--- src/rtl/vac_misr.sv ---
// Multiple-input signature register: shift left, fold in POLY on MSB, XOR in the response.
module vac_misr #(
  parameter int               OUT_W = 10,
  parameter logic [OUT_W-1:0] POLY  = 10'h204,
  parameter logic [OUT_W-1:0] SEED  = '0
) (
  input  logic             clk,
  input  logic             rst_n,
  input  logic             en,
  input  logic             clr,
  input  logic [OUT_W-1:0] din,
  output logic [OUT_W-1:0] sig
);
  always_ff @(posedge clk) begin
    if (!rst_n || clr)
      sig <= SEED;
    else if (en)
      sig <= {sig[OUT_W-2:0], 1'b0} ^ (sig[OUT_W-1] ? POLY : '0) ^ din;
  end
endmodule

--- config.mk ---
export PLATFORM = sky130hd
export DESIGN_NAME = vac_misr
export DESIGN_NICKNAME = d
export VERILOG_FILES = /design/src/rtl/vac_misr.sv
export SDC_FILE = /design/constraint.sdc
export NUM_CORES = 1
export LEC_CHECK = 0
export CAP_MARGIN = 0
export CORE_AREA = 10 10 52 54
export DETAILED_ROUTE_END_ITERATION = 6
export DIE_AREA = 0 0 62 64
export PLACE_DENSITY = 0.62
export RECOVER_POWER = 50
export SLEW_MARGIN = 20
export SYNTH_ARGS = -nofsm -noshare
export SYNTH_HDL_FRONTEND = slang
export SYNTH_SLANG_ARGS = --single-unit
--- constraint.sdc ---
create_clock -name clk -period 2.55 [get_ports clk]
set_input_delay 0.51 -clock clk [delete_from_list [all_inputs] [get_ports clk]]
set_output_delay 0.51 -clock clk [all_outputs]
set_load 0.1 [all_outputs]
## After elaboration in Yosys (flattened, before gate mapping)

Cells that the tools add are included.

| storage, ports and cells | value |
|---|---|
| bits of input ports | 14 |
| output and inout port bits | 10 |
| bits in registers | 10 |

| cells by class | value |
|---|---|
| reductions and logical operators | 2 |
| bitwise operators | 2 |
| multiplexer cells | 1 |

Operator list:

| cell | count |
|---|---|
| $xor A10 B10 Y10 | 2 |
| $mux W10 | 1 |
| $logic_not A1 Y1 | 1 |
| $logic_or A1 B1 Y1 | 1 |

## Longest topological paths before layout

Gate-level depths: netlist (run 1).

| depth | value |
|---|---|
| word-level depth | 3 |
| depth in mapped cells | 4 |
| gate-level depth less buffers | 3 |

## Worst setup path after synthesis (run 1)

OpenSTA, ideal clock, no wires.

| timing path | value |
|---|---|
| path kind | register -> register |
| start | reg sig[9] |
| end | reg sig[2] |
| setup time | 0.118 ns |
| clock period less this slack | 1.806 ns |
| stages on the path, launching flop included | 4 |
| slack | 0.744 ns |
| arrival time | 1.688 ns |
| cells stage by stage | dfxtp_1 > xor3_1 > mux2i_1 > nor2_1 |

| on the way | value |
|---|---|
| word-level cells in the longest chain between the ends | 3 |

Ends and longest elaborated chain:

| what | RTL line | source |
|---|---|---|
| start, declared | 12 | `output logic [OUT_W-1:0] sig` |
| start signal, assigned | 18 | `sig <= {sig[OUT_W-2:0], 1'b0} ^ (sig[OUT_W-1] ? POLY : '0) ^ din;` |
| $mux W10 | 18 |  |
| $xor A10 B10 Y10 (2 in series) | 18 |  |

Every way passes these cells.
A chain may end at the register's enable or synchronous reset.

## Worst setup path in the final report (run 1)

| timing path | value |
|---|---|
| start | reg sig[3] |
| end | out sig[3] |

No word-level cell between the ends.

==> results of run 1 <==
## worst reg2reg max path, stage by stage (launching register included)
cell and delay (ps):
dfxtp_1 370, xor3_1 420, mux2i_1 140, nor2_1 50
## metrics by stage
stage               utilization  power, uW  hold slack [ps]  std cells  worst slack, ps
floorplan                     -        255              657         45              744
global route              0.392        443              536         94              451
finish                    0.392        420              512         94              521
detailed placement        0.390        289              510         90              685
CTS                       0.412        433              519         94              961
global placement          0.390        289              503         90              686
## cells in the final DEF (no fill, tap or decap), drive strengths merged, types with 2 or more instances in the layout
cell and count:
a211oi 8, clkbuf 13, clkdlybuf4s50 13, dfxtp 10, mux2i 2, nor2 10
xnor2 7
## worst min-delay path by stage
stage	depth (start not counted)	slack [ps]	end
after floorplan	2	660	sig[0]$_SDFFE_PP0P_
after global placement	2	500	sig[5]$_SDFFE_PP0P_
after detailed placement	2	510	sig[4]$_SDFFE_PP0P_
after CTS	2	520	sig[8]$_SDFFE_PP0P_
after global routing	2	540	sig[4]$_SDFFE_PP0P_
final	2	510	sig[4]$_SDFFE_PP0P_
## logic make-up after synthesis
kind of cell,count (synthesis)
flops,10
xor+xnor,9
mux,2
compound gates,9
buf+inv,4
simple gates,11
## final cells by class
cell class / instances / area [um^2]
sequential: 10 / 200
timing repair buffer: 23 / 171
fill: 192 / 1040
multi-input combinational: 31 / 226
inverter: 1 / 3.75
tap: 25 / 31.3
clock buffer: 4 / 36.3
## power by group through the flow
stage	combinational, uW	sequential [uW]	clock [uW]
4_1_cts	116	170	147
3_3_place_gp	115	173	0
5_1_grt	115	171	157
6_report	109	170	141
3_5_place_dp	116	174	0
2_1_floorplan	31.7	223	0
## metal layers
layer	vias to the layer above	routed length [um]	track usage
li1	199	-	-
met1	158	471	0.0582
met2	16	483	0.0795
met3	0	138	0.0395
met4	0	0	0.0335
met5	-	0	0
==> flow_metrics.env, run 1 <==
export IMPL_worst_path_max_delay_cell="clkbuf_1"
export IMPL_synthFlopType="dfxtp_1"
export IMPL_max_vdd_ir_drop_mv=0.175
export IMPL_synth_top_family_by_area="XOR/XNOR gates"
export IMPL_relSlewSlack=0.222
export IMPL_pwr_share_seq=0.404
export IMPL_drv_cap=0
export IMPL_syn_area_um2=450
export IMPL_synth_xor_area_frac=0.208
export IMPL_vias_per_cell=3.97
export IMPL_fin_setup_tns_ps=0
export IMPL_antenna_found_initial=0
export IMPL_cp_top_family="buffers and inverters"
export IMPL_fin_crit_ps=2030
export IMPL_vias=373
export IMPL_die_area_mm2=0.00397
export IMPL_nNetsFinal=84
export IMPL_p_comb_frac=0.260
export IMPL_grt_pass1_wl_um=1660
export IMPL_p_int_uw=287
export IMPL_synth_edf_count=0
export IMPL_clock_path_buffers=2
export IMPL_yosys_area_share_adder=0
export IMPL_hold_viol=0
export IMPL_period_share=0.796
export IMPL_wl_um=1090
export IMPL_worst_path_largest_cell_delay_ps=880
export IMPL_worstPathRequired_ps=2040
export IMPL_crit_path_cell_trace="clkbuf_1"
export IMPL_drive_gt1_frac=0.0870
export IMPL_crit_path_start_kind="register"
export IMPL_criticalPathCategory="register to output pin"
export IMPL_cp_endpoint="sig[3]"
export IMPL_synthesis_nets=59
export IMPL_yosys_area_top_type="dfxtp_1"
export IMPL_cts_made_buffers=3
export IMPL_rows=15
export IMPL_finalClockSkew_ps=0.965
export IMPL_placed_cell_area_um2=667
export IMPL_overflow=0
export IMPL_grt_max_degree=19
export IMPL_wl_per_cell_um=11.6
export IMPL_drcViolationCount=0
export IMPL_num_antenna_cells=0
export IMPL_r2r_cells=3
export IMPL_hold_buffers=0
export IMPL_pin_count=24
export IMPL_max_slew_worst_pin_slew_ps=1170
export IMPL_ys_seq_elements=10
export IMPL_die_w_um=62
export IMPL_yosysWarnings=0
export IMPL_io_buffers=23
export IMPL_start_util=0.264
export IMPL_largest_reg_flops=10
export IMPL_drtIter0Drc=3
export IMPL_synth_cell_types=12
export IMPL_p_leak_uw=0.000243
export IMPL_clkLatencyLatePin_ps=260
export IMPL_synthTopCellsByCount="dfxtp_1, nor2_1, a211oi_1, xnor2_1"
export IMPL_first_global_vias=366
export IMPL_fp_dieH_um=64
export IMPL_post_cts_buffers=0
export IMPL_setup_viol=0
export IMPL_ff2ff_setup_slack_ps=1450
export IMPL_path_depth=1
export IMPL_stdcell_area_um2=669
export IMPL_hold_path_class="register to register"
export IMPL_synthSimpleGateAreaFrac=0.0972
export IMPL_crit_buf_inv=1
export IMPL_yosysSeqAreaShare=0.444
export IMPL_coreArea_mm2=0.00171
export IMPL_critPathMaxFanout=3
export IMPL_critical_path_arrival_ps=1520
export IMPL_cts_root_buf="clkbuf_4"
export IMPL_rsz0062_at_grt="false"
export IMPL_drtPass1Iterations=3
export IMPL_regMostFlops="sig"
export IMPL_hold_path_startpoint="sig[4]$_SDFFE_PP0P_"
export IMPL_switching_share=0.316
export IMPL_htreeDepth=1
export IMPL_clock_sinks=10
export IMPL_syn_avg_cell_area_um2=10.0
export IMPL_ys_top_cells_by_area="dfxtp_1, xnor2_1, a211oi_1"
export IMPL_cts_tree="done"
export IMPL_yosys_mux_area_fraction=0.0444
export IMPL_end_kind="output pin"
export IMPL_startpoint="sig[3]$_SDFFE_PP0P_"
export IMPL_p_per_area_mw_per_mm2=627
export IMPL_slew_violations=0
export IMPL_r2r_start="sig[9]$_SDFFE_PP0P_"
export IMPL_r2r_end="sig[2]$_SDFFE_PP0P_"
export IMPL_gp_congestion=0.630
export IMPL_async_reset_ff_frac=0
export IMPL_status="finished clean"
export IMPL_area_growth_pct=48.6
export IMPL_yosysTopAreaCellShare=0.444
export IMPL_grt_total_usage=0.0560
export IMPL_path_clk_slew_ps=70
export IMPL_reg_largest_list="sig: 10 flops"
export IMPL_clkPwrFrac=0.336
export IMPL_fmax_mhz=493
export IMPL_ant_nets=0
export IMPL_synth_compound_area_frac=0.153
export IMPL_synthCells=45
export IMPL_ctsResizeCount=0
export IMPL_power_switching_uw=133
Note: power is estimated with default switching activity, not from simulation.
==> inputs of run 2 (changes only) <==
Clock period 2.55 ns to 2.1 ns, I/O delays scaled along.
==> run 2 against run 1 <==
  * Power rose by 22%
  * Non-clock buffer count increased by 1
  * Sequential power grew 21%
==> flow_metrics.env, run 2 (synthesis results as in run 1) <==
export IMPL_post_cts_buffers=0
export IMPL_drv_cap=0
export IMPL_start_util=0.264
export IMPL_die_w_um=62
export IMPL_grt_pass1_wl_um=1700
export IMPL_rows=15
export IMPL_ctsResizeCount=0
export IMPL_relSlewSlack=0.635
export IMPL_cp_top_family="buffers and inverters"
export IMPL_worst_path_max_delay_cell="clkbuf_2"
export IMPL_pin_count=24
export IMPL_hold_viol=0
export IMPL_hold_buffers=0
export IMPL_crit_path_cell_trace="clkbuf_2"
export IMPL_rsz0062_at_grt="false"
export IMPL_criticalPathCategory="register to output pin"
export IMPL_clock_sinks=10
export IMPL_cts_made_buffers=3
export IMPL_first_global_vias=381
export IMPL_status="finished clean"
export IMPL_area_growth_pct=54.4
export IMPL_drtPass1Iterations=4
export IMPL_drtIter0Drc=3
export IMPL_antenna_found_initial=0
export IMPL_clock_path_buffers=2
export IMPL_drive_gt1_frac=0.229
export IMPL_p_leak_uw=0.000281
export IMPL_slew_violations=0
export IMPL_vias_per_cell=4.14
export IMPL_nNetsFinal=85
export IMPL_overflow=0
export IMPL_vias=393
export IMPL_hpwl_um=878
export IMPL_drcViolationCount=0
export IMPL_num_antenna_cells=0
export IMPL_regMostFlops="sig"
export IMPL_critPathMaxFanout=3
export IMPL_max_slew_worst_pin_slew_ps=550
export IMPL_setup_viol=0
export IMPL_clkLatencyLatePin_ps=260
export IMPL_hold_path_class="register to register"
export IMPL_placed_cell_area_um2=674
export IMPL_worst_path_largest_cell_delay_ps=480
export IMPL_finalClockSkew_ps=3.07
export IMPL_io_buffers=23
export IMPL_fin_setup_tns_ps=0
export IMPL_crit_path_start_kind="register"
export IMPL_ant_nets=0
export IMPL_path_clk_slew_ps=70
export IMPL_critical_path_arrival_ps=1110
export IMPL_largest_reg_flops=10
export IMPL_reg_largest_list="sig: 10 flops"
export IMPL_stdcell_area_um2=696
export IMPL_max_vdd_ir_drop_mv=0.232
export IMPL_die_area_mm2=0.00397
export IMPL_grt_total_usage=0.0561
export IMPL_gp_congestion=0.661
export IMPL_holdWs_ps=509
export IMPL_worstPathRequired_ps=1680
export IMPL_wl_um=1090
export IMPL_end_kind="output pin"
export IMPL_grt_max_degree=12
export IMPL_fin_crit_ps=1530
export IMPL_period_share=0.730
export IMPL_coreArea_mm2=0.00171
export IMPL_crit_buf_inv=1
export IMPL_fin_util=0.407
export IMPL_wl_per_cell_um=11.5
export IMPL_fp_dieH_um=64
export IMPL_final_common_cell="clkdlybuf4s50_1"
export IMPL_cts_root_buf="clkbuf_4"
export IMPL_p_per_area_mw_per_mm2=738
export IMPL_cts_tree="done"
export IMPL_layout_common_cells="clkdlybuf4s50_1, nor2_1, dfxtp_1"
export IMPL_fmax_mhz=652
export IMPL_htreeDepth=1
-- run 2: cell types whose count changed in the layout (fill, tap and decap cells not counted), sizes merged --
cell           before  now
buf                 1    5
clkbuf             13   10
clkdlybuf4s50      13   12
dlygate4sd3         0    1
-- run 2: path summary, 6_finish.rpt --
path	slack, ps	cells after the start	end	startpoint
hold / removal	510	2	sig[6]$_SDFFE_PP0P_	sig[6]$_SDFFE_PP0P_
hold reg to reg	510	2	sig[6]$_SDFFE_PP0P_	sig[6]$_SDFFE_PP0P_
setup reg to reg	990	3	sig[2]$_SDFFE_PP0P_	sig[9]$_SDFFE_PP0P_
setup / recovery	570	1	sig[1]	sig[1]$_SDFFE_PP0P_
-- run 2: per-layer routing --
layer  track usage  share of wire  vias up
li1              -              -      205
met1        0.0631           0.41      172
met2        0.0782           0.44       16
met3        0.0336           0.15        0
met4        0.0335              0        0
met5             0              0        -
-- run 2: area by class of cell --
cell class	instances	area, um^2
clock buffers	4	36.3
fillers	177	1010
inverters	1	3.75
multi-input cells	31	226
flip-flops and latches	10	200
well taps	25	31.3
repair buffers	24	198
-- run 2: tightest hold or removal path: cells and delay by family, from the launching register on --
family / cells / cell delay (ps)
and+or+nand+nor: 1 / 90
AOI/OAI and AO/OA: 1 / 50
DFF: 1 / 330
-- run 2: power by group --
group / total (uW) / internal (uW) / switching, uW / leakage, uW
Clock: 169 / 105 / 64.3 / 0.0000210
Combinational: 138 / 49.9 / 87.8 / 0.000178
Sequential: 206 / 198 / 7.83 / 0.0000818
-- run 2: stage by stage --
step,cells,total power (uW),worst slack [ps]
global route,95,539,518
global placement,91,352,440
finish,95,513,567
CTS,95,527,690
detailed placement,91,352,415
floorplan,45,309,294
